**src/rtl/dram_pkg.sv**
```systemverilog
// Shared types, timing defaults and byte-lane decode for the FPM DRAM controller.
package dram_pkg;

  typedef enum logic [2:0] {
    ST_IDLE   = 3'd0,
    ST_RAS    = 3'd1,
    ST_COL    = 3'd2,
    ST_CAS    = 3'd3,
    ST_ACK    = 3'd4,
    ST_PRE    = 3'd5,
    ST_RF_CAS = 3'd6,
    ST_RF_RAS = 3'd7
  } dram_state_e;

  localparam int DEF_ROW_BITS    = 11;
  localparam int DEF_COL_BITS    = 11;
  localparam int DEF_REFRESH_DIV = 780;
  localparam int DEF_T_RCD       = 1;
  localparam int DEF_T_CAS       = 2;
  localparam int DEF_T_RAS_RF    = 3;
  localparam int DEF_T_RP        = 3;

  // Width of the shared phase counter; every timing parameter must fit below 2**CNT_W.
  localparam int CNT_W = 4;

  // Active-low CAS mask for a 32-bit port; bit i is lane i, lane 0 = D31:24.
  // A write enables lanes A[1:0] .. A[1:0]+n-1 clipped at lane 3 (n = 4 for SIZ=00).
  function automatic logic [3:0] lane_mask(input logic [1:0] siz,
                                           input logic [1:0] a,
                                           input logic       rnw);
    logic [2:0] n_s;
    logic [2:0] lo_s;
    logic [2:0] hi_s;
    logic [3:0] m_s;
    n_s  = (siz == 2'b00) ? 3'd4 : {1'b0, siz};
    lo_s = {1'b0, a};
    hi_s = lo_s + n_s;
    m_s  = 4'b1111;
    for (int i = 0; i < 4; i++) begin
      if (rnw) begin
        m_s[i] = 1'b0;
      end else if ((3'(i) >= lo_s) && (3'(i) < hi_s)) begin
        m_s[i] = 1'b0;
      end else begin
        m_s[i] = 1'b1;
      end
    end
    return m_s;
  endfunction

endpackage

```
**src/rtl/dram_ctl_if.sv**
```systemverilog
// CPU-side strobes in, DRAM strobes and termination out, bundled for the controller.
interface dram_ctl_if
  import dram_pkg::*;
#(
  parameter int ROW_BITS = DEF_ROW_BITS,
  parameter int COL_BITS = DEF_COL_BITS
);
  localparam int MA_W   = (ROW_BITS > COL_BITS) ? ROW_BITS : COL_BITS;
  localparam int ADDR_W = ROW_BITS + COL_BITS + 3;

  logic              nRAMSEL;
  logic              nAS;
  logic              nDS;
  logic              RnW;
  logic [1:0]        SIZ;
  logic [ADDR_W-1:0] ADDR;
  logic [MA_W-1:0]   MA;
  logic [1:0]        nRAS;
  logic [3:0]        nCAS;
  logic              nWE;
  logic [1:0]        nDSACK;

  modport master (
    output nRAMSEL, nAS, nDS, RnW, SIZ, ADDR,
    input  MA, nRAS, nCAS, nWE, nDSACK
  );

  modport slave (
    input  nRAMSEL, nAS, nDS, RnW, SIZ, ADDR,
    output MA, nRAS, nCAS, nWE, nDSACK
  );

endinterface

```
**src/rtl/dram_refresh_timer.sv**
```systemverilog
// Free-running refresh interval counter raising a sticky request until the controller clears it.
module dram_refresh_timer
  import dram_pkg::*;
#(
  parameter int REFRESH_DIV = DEF_REFRESH_DIV
) (
  input  logic DRAM_CLK,
  input  logic nRST,
  input  logic clr_i,
  output logic pend_o
);

  localparam int            CW     = $clog2(REFRESH_DIV);
  localparam logic [CW-1:0] RELOAD = CW'(REFRESH_DIV - 1);

  logic [CW-1:0] cnt_q;
  logic [CW-1:0] cnt_d;
  logic          pend_q;
  logic          pend_d;

  // Next count and request; a tick outranks a same-cycle clear so no request is lost.
  always_comb begin
    cnt_d  = cnt_q;
    pend_d = pend_q;
    if (cnt_q == {CW{1'b0}}) begin
      cnt_d  = RELOAD;
      pend_d = 1'b1;
    end else begin
      cnt_d  = cnt_q - CW'(1);
      pend_d = pend_q & ~clr_i;
    end
  end

  // Counter and request registers.
  always_ff @(posedge DRAM_CLK or negedge nRST) begin
    if (!nRST) begin
      cnt_q  <= RELOAD;
      pend_q <= 1'b0;
    end else begin
      cnt_q  <= cnt_d;
      pend_q <= pend_d;
    end
  end

  assign pend_o = pend_q;

endmodule

```
**src/rtl/dram_ctl.sv**
```systemverilog
// FPM DRAM controller: RAS/CAS/WE sequencing, row/column muxing, DSACK termination, CBR refresh.
// Define DRAM_BANK2_EN to decode ADDR[24] onto nRAS[1]; otherwise only bank 0 is accessed.
module dram_ctl
  import dram_pkg::*;
#(
  parameter int ROW_BITS    = DEF_ROW_BITS,
  parameter int COL_BITS    = DEF_COL_BITS,
  parameter int REFRESH_DIV = DEF_REFRESH_DIV,
  parameter int T_RCD       = DEF_T_RCD,
  parameter int T_CAS       = DEF_T_CAS,
  parameter int T_RAS_RF    = DEF_T_RAS_RF,
  parameter int T_RP        = DEF_T_RP
) (
  input logic       DRAM_CLK,
  input logic       nRST,
  dram_ctl_if.slave bus
);

  localparam int MA_W     = (ROW_BITS > COL_BITS) ? ROW_BITS : COL_BITS;
  localparam int BANK_BIT = ROW_BITS + COL_BITS + 2;

  dram_state_e      state_q;
  dram_state_e      state_d;
  logic [CNT_W-1:0] cnt_q;
  logic [CNT_W-1:0] cnt_d;
  logic [MA_W-1:0]  ma_q;
  logic [MA_W-1:0]  ma_d;
  logic [1:0]       nras_q;
  logic [1:0]       nras_d;
  logic [3:0]       ncas_q;
  logic [3:0]       ncas_d;
  logic             nwe_q;
  logic             nwe_d;
  logic [1:0]       ndsack_q;
  logic [1:0]       ndsack_d;

  logic             rf_pend_s;
  logic             rf_clr_s;
  logic             release_s;
  logic [MA_W-1:0]  row_s;
  logic [MA_W-1:0]  col_s;
  logic [1:0]       bank_ras_s;

  dram_refresh_timer #(
    .REFRESH_DIV (REFRESH_DIV)
  ) u_refresh (
    .DRAM_CLK (DRAM_CLK),
    .nRST     (nRST),
    .clr_i    (rf_clr_s),
    .pend_o   (rf_pend_s)
  );

  assign row_s = MA_W'(bus.ADDR[COL_BITS+ROW_BITS+1:COL_BITS+2]);
  assign col_s = MA_W'(bus.ADDR[COL_BITS+1:2]);

`ifdef DRAM_BANK2_EN
  assign bank_ras_s = bus.ADDR[BANK_BIT] ? 2'b01 : 2'b10;
`else
  // Without the second bank the top address bit is a don't-care, so memory aliases.
  logic unused_bank_s;
  assign bank_ras_s    = 2'b10;
  assign unused_bank_s = bus.ADDR[BANK_BIT];
`endif

  // Sequencer: strobes change only here; release_s funnels every exit into precharge.
  always_comb begin
    state_d   = state_q;
    cnt_d     = cnt_q;
    ma_d      = ma_q;
    nras_d    = nras_q;
    ncas_d    = ncas_q;
    nwe_d     = nwe_q;
    ndsack_d  = ndsack_q;
    rf_clr_s  = 1'b0;
    release_s = 1'b0;

    case (state_q)
      ST_IDLE: begin
        if (rf_pend_s) begin
          state_d  = ST_RF_CAS;
          ncas_d   = 4'b0000;
          nwe_d    = 1'b1;
          rf_clr_s = 1'b1;
        end else if (!bus.nRAMSEL && !bus.nAS) begin
          state_d = ST_RAS;
          ma_d    = row_s;
          nras_d  = bank_ras_s;
          nwe_d   = bus.RnW;
          cnt_d   = CNT_W'(T_RCD - 1);
        end else begin
          state_d = ST_IDLE;
        end
      end

      ST_RAS: begin
        if (bus.nAS) begin
          release_s = 1'b1;
        end else if (cnt_q == {CNT_W{1'b0}}) begin
          state_d = ST_COL;
          ma_d    = col_s;
        end else begin
          cnt_d = cnt_q - CNT_W'(1);
        end
      end

      // Writes hold off CAS until the CPU has valid data (nDS low).
      ST_COL: begin
        if (bus.nAS) begin
          release_s = 1'b1;
        end else if (bus.RnW || !bus.nDS) begin
          state_d = ST_CAS;
          ncas_d  = lane_mask(bus.SIZ, bus.ADDR[1:0], bus.RnW);
          cnt_d   = CNT_W'(T_CAS - 1);
        end else begin
          state_d = ST_COL;
        end
      end

      ST_CAS: begin
        if (bus.nAS) begin
          release_s = 1'b1;
        end else if (cnt_q == {CNT_W{1'b0}}) begin
          state_d  = ST_ACK;
          ndsack_d = 2'b00;
        end else begin
          cnt_d = cnt_q - CNT_W'(1);
        end
      end

      ST_ACK: begin
        if (bus.nAS) begin
          release_s = 1'b1;
        end else begin
          state_d = ST_ACK;
        end
      end

      ST_PRE: begin
        if (cnt_q == {CNT_W{1'b0}}) begin
          state_d = ST_IDLE;
        end else begin
          cnt_d = cnt_q - CNT_W'(1);
        end
      end

      ST_RF_CAS: begin
        state_d = ST_RF_RAS;
        nras_d  = 2'b00;
        cnt_d   = CNT_W'(T_RAS_RF - 1);
      end

      ST_RF_RAS: begin
        if (cnt_q == {CNT_W{1'b0}}) begin
          release_s = 1'b1;
        end else begin
          cnt_d = cnt_q - CNT_W'(1);
        end
      end

      default: begin
        release_s = 1'b1;
      end
    endcase

    if (release_s) begin
      state_d  = ST_PRE;
      cnt_d    = CNT_W'(T_RP - 1);
      nras_d   = 2'b11;
      ncas_d   = 4'b1111;
      nwe_d    = 1'b1;
      ndsack_d = 2'b11;
    end else begin
      state_d = state_d;
    end
  end

  // State and output registers; reset drops every strobe at once.
  always_ff @(posedge DRAM_CLK or negedge nRST) begin
    if (!nRST) begin
      state_q  <= ST_IDLE;
      cnt_q    <= {CNT_W{1'b0}};
      ma_q     <= {MA_W{1'b0}};
      nras_q   <= 2'b11;
      ncas_q   <= 4'b1111;
      nwe_q    <= 1'b1;
      ndsack_q <= 2'b11;
    end else begin
      state_q  <= state_d;
      cnt_q    <= cnt_d;
      ma_q     <= ma_d;
      nras_q   <= nras_d;
      ncas_q   <= ncas_d;
      nwe_q    <= nwe_d;
      ndsack_q <= ndsack_d;
    end
  end

  assign bus.MA     = ma_q;
  assign bus.nRAS   = nras_q;
  assign bus.nCAS   = ncas_q;
  assign bus.nWE    = nwe_q;
  assign bus.nDSACK = ndsack_q;

endmodule

```
**src/flat_wrapper.sv**
```systemverilog
// flat-port wrapper written by rule: the top's interface ports become plain ports
module dram_ctl_flat import dram_pkg::*;
#(
  parameter int ROW_BITS    = DEF_ROW_BITS,
  parameter int COL_BITS    = DEF_COL_BITS,
  parameter int REFRESH_DIV = DEF_REFRESH_DIV,
  parameter int T_RCD       = DEF_T_RCD,
  parameter int T_CAS       = DEF_T_CAS,
  parameter int T_RAS_RF    = DEF_T_RAS_RF,
  parameter int T_RP        = DEF_T_RP
)
  (DRAM_CLK, nRST, bus_nRAMSEL, bus_nAS, bus_nDS, bus_RnW, bus_SIZ, bus_ADDR, bus_MA, bus_nRAS, bus_nCAS, bus_nWE, bus_nDSACK);
  dram_ctl_if #(.ROW_BITS(ROW_BITS), .COL_BITS(COL_BITS)) bus_i ();
  input logic DRAM_CLK;
  input logic nRST;
  input wire logic [$bits(bus_i.nRAMSEL)-1:0] bus_nRAMSEL;
  input wire logic [$bits(bus_i.nAS)-1:0] bus_nAS;
  input wire logic [$bits(bus_i.nDS)-1:0] bus_nDS;
  input wire logic [$bits(bus_i.RnW)-1:0] bus_RnW;
  input wire logic [$bits(bus_i.SIZ)-1:0] bus_SIZ;
  input wire logic [$bits(bus_i.ADDR)-1:0] bus_ADDR;
  output wire logic [$bits(bus_i.MA)-1:0] bus_MA;
  output wire logic [$bits(bus_i.nRAS)-1:0] bus_nRAS;
  output wire logic [$bits(bus_i.nCAS)-1:0] bus_nCAS;
  output wire logic [$bits(bus_i.nWE)-1:0] bus_nWE;
  output wire logic [$bits(bus_i.nDSACK)-1:0] bus_nDSACK;
  assign bus_i.nRAMSEL = bus_nRAMSEL;
  assign bus_i.nAS = bus_nAS;
  assign bus_i.nDS = bus_nDS;
  assign bus_i.RnW = bus_RnW;
  assign bus_i.SIZ = bus_SIZ;
  assign bus_i.ADDR = bus_ADDR;
  assign bus_MA = bus_i.MA;
  assign bus_nRAS = bus_i.nRAS;
  assign bus_nCAS = bus_i.nCAS;
  assign bus_nWE = bus_i.nWE;
  assign bus_nDSACK = bus_i.nDSACK;
  dram_ctl #(.ROW_BITS(ROW_BITS), .COL_BITS(COL_BITS), .REFRESH_DIV(REFRESH_DIV), .T_RCD(T_RCD), .T_CAS(T_CAS), .T_RAS_RF(T_RAS_RF), .T_RP(T_RP)) u_core (.DRAM_CLK(DRAM_CLK), .nRST(nRST), .bus(bus_i));
endmodule
```
**config.mk**
```make
export PLATFORM = sky130hd
export DESIGN_NAME = dram_ctl_flat
export DESIGN_NICKNAME = d
export VERILOG_FILES = /design/src/rtl/dram_pkg.sv /design/src/rtl/dram_ctl_if.sv /design/src/rtl/dram_refresh_timer.sv /design/src/rtl/dram_ctl.sv /design/src/flat_wrapper.sv
export SDC_FILE = /design/constraint.sdc
export NUM_CORES = 1
export LEC_CHECK = 0
export BUFFER_PORTS_ARGS = -buffer_cell sky130_fd_sc_hd__buf_2
export CAP_MARGIN = 10
export CORE_UTILIZATION = 35
export DETAILED_ROUTE_END_ITERATION = 10
export REMOVE_ABC_BUFFERS = 1
export SLEW_MARGIN = 20
export SYNTH_ARGS = -nofsm -noshare
export SYNTH_HDL_FRONTEND = slang
export SYNTH_SLANG_ARGS = --single-unit
```
**constraint.sdc**
```tcl
create_clock -name DRAM_CLK -period 1.87 [get_ports DRAM_CLK]
set_clock_uncertainty 0.2 [all_clocks]
set_input_delay 0.187 -clock DRAM_CLK [delete_from_list [all_inputs] [get_ports DRAM_CLK]]
set_output_delay 0.187 -clock DRAM_CLK [all_outputs]
set_load 0.02 [all_outputs]
```
==> metrics.md <==
| Metric | Value |
|---|---|
| Status | finished, violations left |
| Failing checks | negative setup slack |
| Hold path startpoint | bus_ADDR[1] |
| Die area | about 6300 µm² |
| CTS clk-pin slew, worst paths | ~0.07 ns |
| CP required | 1.89 ns |
| Hold violation count in the final report | 0 |
| Clock Path Buffers | 2 |
| H-tree level count | 2 |
| Root buffer cell | clkbuf_8 |
| CP Launch Point | u_core.cnt_q[1] |
| Pin count of the biggest net entering global routing | 38 |
| CP max-delay cell | dfrtp_1 |
| Top delay family on crit path | compound AO/OA/AOI/OAI gates |
| Share of power burned in registers | 31.9% |
| Num CTS Buffers | 5 |
| DR DRC count | 0 |
| Worst reg2reg path endpoint | u_core.cnt_q[0] |
| Pwr Density | 1340 nW/µm² |
| Hold WC Path Type | input pin to flop |
| RD Place Congestion | 0.801 |
| Max-Cap Viols | 0 |
| Peak Freq | roughly 500 MHz |
| WP data arrival | 1.97 ns |
| Slack of the critical path | -0.0824 ns |
| Psw | between 0.001 and 0.0015 W |
| Antenna violations before repair | 0 |
| Vias in the first global route | 1,761 |
| Top FF cell, synth | dfrtp_1 |
| Comb power frac | between 50% and 60% |
| M3 GR Usage | under 10% |
| GR Util All Layers | ~17% |
| Clock power share | 14.3% |
| Worst r2r path cells | 8 |
| Vias per std cell | 5.00 |
| Leakage power | approximately 1.4 nW |
| CP most frequent cell | buf_6 |
| Worst-path cell chain | inv_2, ha_4, buf_6, and4bb_2, and2_4, a221oi_4, buf_6, o211a_1 |
| Hold depth | 3 |
| IO buf count | 51 |
| Cells after DPL | around 340 |
| Power Internal | 0.00252 W |
| Ys Warns | 0 |
| Largest fanout on the critical path | 8 |
| Worst r2r src | u_core.cnt_q[1] |
| Synthesized area | between 2000 and 2500 µm² |
| DR pass1 iterations | 4 |
| Row cnt | 27 |
| CP startpoint kind | flop |
| Post-synth ARST share | between 90% and 100% |
| Grt met2 use | approximately 28% |
| Post-synth EDFFs | 0 |
| Sequential share of the synthesized area | ~45% |
| RSZ-0062 raised after global routing | true |
| First DRT Iteration DRCs | 77 |
| Switch share | between 30 and 40% |
| Ports | 53 |
| Pins Over Slew Limit | 0 |
| Register bit total from synthesis | 37 |
| Mean Syn Cell Area | between 10 and 15 µm² |
| Area grow syn2layout | 40.7% |
| Reg2reg setup slack | -0.08 ns |
| Met1 Use GR | a little over a fifth |
| Core area | 5680 µm² |
| Crit-path max cell delay | 0.36 ns |
| Relative slew slack | 64.6% |
| WP depth | 8 |
| WHS | 0.0175 ns |
| First-pass GRT wire length | 8100 µm |
| Drt wl/cell | roughly 14 µm |
| Critical path class | flop to flop |
| Final Non-Filler Cells | between 300 and 400 |
| CP bufs+invs | 3 |
| Crit path capture | u_core.cnt_q[0] |
| Worst skew pair latency | roughly 0.28 ns |
| Nets | between 300 and 400 |
| Number of distinct library cells after synthesis | 53 |
| Fill cells | roughly 520 |
| Final Cycle Share | 104% |
| Die X | between 70 and 80 µm |
| Final ANT Viol Nets | 0 |
| Slew @ Worst Pin | around 0.53 ns |
| Syn Inst Count | roughly 190 |
| Setup TNS | -1.00 ns |
| Setup violations, final | 20 |
| Grt peak-use layer | met2 |
| Clock sink count | 37 |
| Drt total wl | about 5000 µm |
| Via Count | 1,765 |
| Worst VDD drop | approximately 0.55 mV |
| GRT Residual Overflow | 0 |
| Diode count | 0 |
| Post-Place Worst Slack | -0.156 ns |
| Period minus WS final | slightly below 2 ns |
| Layout cells sized above 1 | a little under three fifths |
| TritonCTS clock tree | done |
| Critical Path End Type | flop |
| Die height | about 80 µm |
| Starting density of the core | between 30% and 40% |
| HPWL Detailed | approximately 3500 µm |
-- flip-flops by register name, summed over array words and instances (netlist names) --
signal,cells
u_core.bus.MA,11
u_core.bus.nCAS,4
u_core.bus.nDSACK,1
u_core.bus.nRAS,2
u_core.bus.nWE,1
u_core.cnt_q,4
u_core.state_q,3
u_core.u_refresh.cnt_q,10
u_core.u_refresh.pend_o,1
-- timing repair --
| item | CTS | global route |
|---|---|---|
| hold endpoints to repair | 37 | 0 |
| setup endpoints to repair | 19 | 27 |
| gates cloned | 1 | 0 |
| gates resized for setup | 14 | 14 |
| pin swaps | 5 | 5 |
| hold buffers | 1 | 0 |
| setup buffers | 7 | 1 |
-- worst min path at each step --
stage | endpoint | slack, ns
3_3_place_gp | u_core.state_q[2] | -0.03
6_report | u_core.bus.nCAS[1] | 0.02
2_1_floorplan | u_core.bus.MA[0] | -0.31
3_5_place_dp | u_core.state_q[2] | -0.03
5_1_grt | u_core.bus.nCAS[1] | 0.02
4_1_cts | u_core.bus.nCAS[1] | 0.03
-- stage by stage --
step	instance area (µm²)	util (%)	total power [W]
3_3_place_gp	2660	46.8	0.00305
2_1_floorplan	2050	-	0.00232
5_1_grt	2970	52.3	0.00423
4_1_cts	2900	51.0	0.00387
6_report	2970	52.3	0.00397
3_5_place_dp	2660	46.8	0.00308
-- power groups by stage --
| stage | registers [W] | logic, W | clock network, W |
|---|---|---|---|
| after floorplan | 0.00154 | 0.000786 | 0 |
| after global placement | 0.00126 | 0.00179 | 0 |
| after detailed placement | 0.00126 | 0.00182 | 0 |
| after CTS | 0.00127 | 0.00200 | 0.000602 |
| after global routing | 0.00130 | 0.00229 | 0.000633 |
| final | 0.00127 | 0.00213 | 0.000566 |
-- cells by family (layout without fill, tap and decap cells) --
kind of cell	after synthesis	after routing	synth area share, %
AO/OA/AOI/OAI	42	42	14.8
XOR/XNOR	6	6	2.49
adder cells (fa/ha/maj)	5	5	3.32
buffers and inverters	23	112	5.22
flip-flops	37	37	44.6
multiplexers	23	23	14.0
AND/OR/NAND/NOR	56	56	15.5
-- worst register-to-register path, cell delays in order, from the launching register on --
cell and delay (ns):
dfrtp_1 0.36, inv_2 0.06, ha_4 0.16, buf_6 0.11, and4bb_2 0.24, and2_4 0.15, a221oi_4 0.27, buf_6 0.19
o211a_1 0.15
-- cell usage in the layout (no fill, tap or decap), types with 3 or more instances in the layout --
cell	count
buf_2	51
o21ai_0	4
nor3_1	3
buf_6	3
nand2_1	12
dfrtp_1	23
o21ai_2	3
nor3_2	3
nor2b_1	4
clkbuf_8	6
xnor2_1	3
mux2_2	12
buf_12	3
xor2_1	3
dfstp_2	13
nor2_1	13
buf_4	32
inv_1	11
mux2_4	11
a21oi_1	5
ha_1	3
-- cell type report --
| cell class | count | area (µm²) | share of cell area [%] |
|---|---|---|---|
| Sequential cell | 37 | 943 | 31.8 |
| Timing Repair Buffer | 91 | 627 | 21.1 |
| Tap cell | 72 | 90.1 | 3.03 |
| Inverter | 13 | 48.8 | 1.64 |
| Clock buffer | 8 | 90.1 | 3.03 |
| Multi-Input combinational cell | 132 | 1170 | 39.4 |
-- routing by layer --
| layer | vias to the layer above | wire (µm) |
|---|---|---|
| met3 | 2 | 199 |
| met5 | - | 0 |
| met1 | 861 | 2250 |
| met4 | 0 | 29 |
| li1 | 864 | - |
| met2 | 38 | 2390 |
-- synthesized netlist by cell type, drive strengths merged, types with 3 or more instances --
cell | number | share of area, %
o21ai | 9 | 2.1
inv | 13 | 2.3
dfstp | 13 | 16
or4 | 3 | 1.2
nor3 | 6 | 1.7
a21oi | 6 | 1.4
mux2 | 23 | 14
clkbuf | 3 | 0.53
nor2b | 4 | 1.2
xor2 | 3 | 1.2
dfrtp | 24 | 28
o221ai | 3 | 1.2
xnor2 | 3 | 1.2
nor2 | 13 | 2.3
buf | 7 | 2.4
nor3b | 4 | 1.7
a221oi | 4 | 2.3
ha | 4 | 2.4
nand2 | 13 | 2.3
(Power assumes the default switching activity.)
